File: src/rtl/acc_seq8.sv
// 8-bit accumulator sequencer driving an external combinational add/sub unit; rsp_valid two cycles after acceptance.
// Backpressure: cmd_ready is low only in EXEC, so commands can be accepted every other cycle.
module acc_seq8 (
    input  logic       clk,
    input  logic       rst_n,
    input  logic       cmd_valid,
    output logic       cmd_ready,
    input  logic [1:0] cmd_op,
    input  logic [7:0] cmd_data,
    input  logic       cmd_usec,
    output logic [7:0] as_a,
    output logic [7:0] as_b,
    output logic       as_cin,
    output logic       as_op,
    input  logic [7:0] as_result,
    input  logic       as_cout,
    output logic [7:0] acc,
    output logic       flag_c,
    output logic       flag_z,
    output logic       flag_n,
    output logic       flag_v,
    output logic       rsp_valid,
    output logic       busy
);

    localparam logic [1:0] ST_IDLE = 2'd0;
    localparam logic [1:0] ST_EXEC = 2'd1;
    localparam logic [1:0] ST_DONE = 2'd2;

    localparam logic [1:0] OP_LOAD  = 2'b00;
    localparam logic [1:0] OP_ADD   = 2'b01;
    localparam logic [1:0] OP_SUB   = 2'b10;
    localparam logic [1:0] OP_CLEAR = 2'b11;

    logic [1:0] state_q, state_d;
    logic [7:0] acc_q, acc_d;
    logic [7:0] as_a_q, as_a_d;
    logic [7:0] as_b_q, as_b_d;
    logic       as_cin_q, as_cin_d;
    logic       as_op_q, as_op_d;
    logic [1:0] op_q, op_d;
    logic [7:0] data_q, data_d;
    logic       flag_c_q, flag_c_d;
    logic       flag_z_q, flag_z_d;
    logic       flag_n_q, flag_n_d;
    logic       flag_v_q, flag_v_d;

    logic cmd_accept;
    logic add_v;
    logic sub_v;

    assign cmd_ready  = (state_q != ST_EXEC);
    assign cmd_accept = cmd_valid & cmd_ready;

    // Signed overflow from the operands as launched, not the live command inputs.
    assign add_v = (as_a_q[7] == as_b_q[7]) & (as_result[7] != as_a_q[7]);
    assign sub_v = (as_a_q[7] != as_b_q[7]) & (as_result[7] != as_a_q[7]);

    always_comb begin
        state_d  = state_q;
        acc_d    = acc_q;
        as_a_d   = as_a_q;
        as_b_d   = as_b_q;
        as_cin_d = as_cin_q;
        as_op_d  = as_op_q;
        op_d     = op_q;
        data_d   = data_q;
        flag_c_d = flag_c_q;
        flag_z_d = flag_z_q;
        flag_n_d = flag_n_q;
        flag_v_d = flag_v_q;

        if (cmd_accept) begin
            as_a_d   = acc_q;
            as_b_d   = cmd_data;
            as_op_d  = cmd_op[1];
            as_cin_d = cmd_usec & flag_c_q;
            op_d     = cmd_op;
            data_d   = cmd_data;
        end

        case (state_q)
            ST_IDLE: begin
                if (cmd_accept) begin
                    state_d = ST_EXEC;
                end
            end
            ST_EXEC: begin
                state_d = ST_DONE;
                case (op_q)
                    OP_LOAD: begin
                        acc_d    = data_q;
                        flag_z_d = (data_q == 8'h00);
                        flag_n_d = data_q[7];
                    end
                    OP_ADD, OP_SUB: begin
                        acc_d    = as_result;
                        flag_c_d = as_cout;
                        flag_z_d = (as_result == 8'h00);
                        flag_n_d = as_result[7];
                        flag_v_d = (op_q == OP_ADD) ? add_v : sub_v;
                    end
                    OP_CLEAR: begin
                        acc_d    = 8'h00;
                        flag_c_d = 1'b0;
                        flag_z_d = 1'b1;
                        flag_n_d = 1'b0;
                        flag_v_d = 1'b0;
                    end
                    default: begin
                        acc_d = acc_q;
                    end
                endcase
            end
            ST_DONE: begin
                state_d = cmd_accept ? ST_EXEC : ST_IDLE;
            end
            default: begin
                state_d = ST_IDLE;
            end
        endcase
    end

    always_ff @(posedge clk or negedge rst_n) begin
        if (!rst_n) begin
            state_q  <= ST_IDLE;
            acc_q    <= 8'h00;
            as_a_q   <= 8'h00;
            as_b_q   <= 8'h00;
            as_cin_q <= 1'b0;
            as_op_q  <= 1'b0;
            op_q     <= OP_LOAD;
            data_q   <= 8'h00;
            flag_c_q <= 1'b0;
            flag_z_q <= 1'b0;
            flag_n_q <= 1'b0;
            flag_v_q <= 1'b0;
        end else begin
            state_q  <= state_d;
            acc_q    <= acc_d;
            as_a_q   <= as_a_d;
            as_b_q   <= as_b_d;
            as_cin_q <= as_cin_d;
            as_op_q  <= as_op_d;
            op_q     <= op_d;
            data_q   <= data_d;
            flag_c_q <= flag_c_d;
            flag_z_q <= flag_z_d;
            flag_n_q <= flag_n_d;
            flag_v_q <= flag_v_d;
        end
    end

    assign as_a      = as_a_q;
    assign as_b      = as_b_q;
    assign as_cin    = as_cin_q;
    assign as_op     = as_op_q;
    assign acc       = acc_q;
    assign flag_c    = flag_c_q;
    assign flag_z    = flag_z_q;
    assign flag_n    = flag_n_q;
    assign flag_v    = flag_v_q;
    assign rsp_valid = (state_q == ST_DONE);
    assign busy      = (state_q == ST_EXEC);

endmodule

File: config.mk
export PLATFORM = sky130hd
export DESIGN_NAME = acc_seq8
export DESIGN_NICKNAME = d
export VERILOG_FILES = /design/src/rtl/acc_seq8.sv
export SDC_FILE = /design/constraint.sdc
export NUM_CORES = 1
export LEC_CHECK = 0
export ABC_AREA = 1
export CAP_MARGIN = 20
export CORE_MARGIN = 2
export CORE_UTILIZATION = 49
export CTS_BUF_LIST = sky130_fd_sc_hd__clkbuf_4
export DETAILED_ROUTE_END_ITERATION = 8
export PLACE_DENSITY = 0.95
export SYNTH_ARGS = -nofsm -noshare
export SYNTH_HDL_FRONTEND = slang
export SYNTH_SLANG_ARGS = --single-unit
export TNS_END_PERCENT = 5
File: constraint.sdc
create_clock -name clk -period 3.09 [get_ports clk]
set_input_delay 0.618 -clock clk [delete_from_list [all_inputs] [get_ports clk]]
set_output_delay 0.618 -clock clk [all_outputs]
set_load 0.05 [all_outputs]
==> metrics.md, run 1 <==
| Metric | Value |
|---|---|
| Worst Setup Path Type | `reg2out` |
| Syn_area_per_cell | `8.39 µm²` |
| Cts repair resizes | `0` |
| Post-Syn Nets | `205` |
| Top cells by area, synth | `dfrtp_1 (53%), nand2_1 (11%), inv_1 (6.7%)` |
| Ys async rst share | `100%` |
| Critical path's largest stage delay | `820 ps` |
| Wl on met1 | `1570 µm` |
| Setup violators final | `0` |
| Startpoint types | `register` |
| Top Ports | `56` |
| GR Util All Layers | `23.2%` |
| Core Region | `2980 µm²` |
| # diodes | `0` |
| CTS Buffer Depth | `2` |
| Num CTS Buffers | `5` |
| PortBufs | `55` |
| Post-synth EDFFs | `0` |
| Met3 wire len | `172 µm` |
| Final WL | `3560 µm` |
| Worst endpoint required time | `2470 ps` |
| Post-Layout Cell Count | `270` |
| Mapped Area | `1500 µm²` |
| Crit share post-route | `85.3%` |
| Clock sink total | `32` |
| Unique masters post-synth | `21` |
| Die ar. | `3530 µm²` |
| Die width | `59.4 µm` |
| Chip Height | `59.4 µm` |
| DRC | `0` |
| Final Slew Violations | `0` |
| Uppermost layer routed | `met4` |
| Htree depth | `2` |
| FILL cells | `228` |
| Most frequent cells after synthesis | `nand2_1 (43), dfrtp_1 (32), inv_1 (27)` |
| Largest net degree at the start of global routing | `37` |
| CP max stage cell | `clkdlybuf4s50_1` |
| Crit path max fanout | `16` |
| Clock Skews | `12.8 ps` |
| Cell family with most CP delay | `buffers and inverters` |
| Synth Instances | `179` |
| Pre-antenna DRT Iters | `4` |
| Dpl cells | `262` |
| Final Hold Viols | `0` |
| Hold Path Class | `reg2reg` |
| Fmax | `379 MHz` |
| Setup Buffers After CTS | `0` |
| Total global routing overflow | `0` |
| CTS clk-pin slew, worst paths | `110 ps` |
| Initial antenna violation count | `0` |
| Detail Route met2 WL | `1680 µm` |
| CP Cell Sequence | `inv_2 > nand2_2 > inv_6 > clkdlybuf4s50_1` |
| Least-Margin Pin Slew | `593 ps` |
| Count leader, synth | `nand2_1` |
| Initial Utilization | `50.5%` |
| DR vias | `1377` |
| Share of the synthesized area in the top cell type | `53.3%` |
| Synthesized flop and latch total | `32` |
| Vias in the first global route | `1297` |
| WL/cell | `13.2 µm` |
| Synth Flop Type | `dfrtp_1` |
| Max_cap viols | `0` |
| Initial DRC count | `47` |
| Vias per cell | `5.10` |
| Critical path buffers and inverters | `3` |
| Fin Setup TNS | `0 ps` |
| DRT antenna net count | `0` |
| Total power | `2.54 mW` |
| Status | `finished clean` |
| First-pass GRT wire length | `5870 µm` |
| Site Rows | `20` |
| Critical Path AT | `2020 ps` |
| Post-detail-place hpwl | `2590 µm` |
| Layout cells sized above 1 | `7.59%` |
| Crit. End Element | `output pin` |
| Largest area contributor in the netlist | `dfrtp_1` |
| RSZ-0062 raised after global routing | `false` |
| P&R area growth vs syn | `40.1%` |
| Relative slew slack | `60.4%` |
| Fin crit period | `2640 ps` |
| Gpl congestion | `0.804` |
| Sequential fraction of the synthesis area | `53.3%` |
| CTS root buf | `clkbuf_4` |
| Max VDD drop | `739 µV` |
| Later-pin clock latency in the skew report | `340 ps` |
| Hold_buf cts | `0` |
| Final Core Density | `70.7%` |
| CTS tree | `done` |
| LEAKAGE | `1.02 nW` |
| PD cells | `1210 nW/µm²` |
| Nets | `262` |
| Yosys Warn Count | `0` |
[layout make-up]
class / count / area (µm²) / area share [%]
Timing Repair Buffer: 56 / 558 / 26.5
Inverter: 30 / 118 / 5.59
Multi-Input combinational cell: 111 / 537 / 25.5
Sequential cell: 32 / 801 / 38.0
Clock inverter: 3 / 13.8 / 0.654
Clock buffer: 5 / 37.5 / 1.78
Tap cell: 33 / 41.3 / 1.96
[worst min-delay path, cell delays in order (launching register included)]
cell	delay (ps)
dfrtp_1	360
nand2_1	50
nand2_1	50
[report_power, final]
part	total (mW)	internal [mW]	switching, mW
clock	0.229	0.0834	0.145
sequential	0.712	0.593	0.119
combinational	1.60	0.503	1.10
total	2.54	1.18	1.36
[final timing paths]
check	start	to	slack, ps	cells past startpoint
setup / recovery	state_q[1]	busy	450	4
max in group asynchronous	rst_n	acc[1]	2110	2
setup reg to reg	state_q[0]	state_q[0]	1490	4
hold / removal	as_a[3]	as_a[3]	480	2
min in group asynchronous	rst_n	state_q[0]	660	2
hold reg to reg	as_a[3]	as_a[3]	480	2
[registers in the layout (all words and copies together) (netlist names)]
register,count
state_q,2
flag_v,1
as_op,1
flag_z,1
acc,8
flag_c,1
as_a,8
op_q,1
as_cin,1
data_q,8
[cell families (layout without fill, tap and decap cells)]
kind of cell    Yosys count  in the layout  share of synthesized area [%]
compound gates           35             35                           13.1
flops                    32             32                           53.3
buf+inv                  36             94                           11.0
fa+ha+maj                 3              3                           2.50
simple gates             72             72                           19.6
xor+xnor                  1              1                          0.583
[per-layer routing]
| layer | vias to the layer above | track usage [%] |
|---|---|---|
| met4 | 0 | 16.2 |
| met5 | - | 0 |
| met1 | 635 | 30.1 |
| li1 | 670 | - |
| met3 | 14 | 4.59 |
| met2 | 58 | 34.5 |
[cell usage in the layout (no fill, tap or decap), types with 3 or more instances in the layout]
cell type and instances:
ha_1 3, dfrtp_1 32, clkbuf_4 5, o21ai_1 3, o21ai_2 3, a21oi_1 14
clkdlybuf4s50_1 55, o21ai_0 8, nand2_1 43, nand3_1 7, nor2_1 18, o22ai_1 6
inv_1 27
[per-stage QoR]
step                setup slack [ps]  area, µm²  hold slack (ps)
floorplan                       1420       1500              322
global placement                 888       2050              456
detailed placement               846       2050              462
CTS                              460       2110              486
global route                     357       2110              516
finish                           453       2110              482
Note: power is estimated with default switching activity, not from simulation.
==> run 2, diff against run 1 <==
- SKIP_CTS_REPAIR_TIMING: unset -> 1
==> results of run 2 <==
The final DEF is identical to that of run 1; final timing and power are the same.
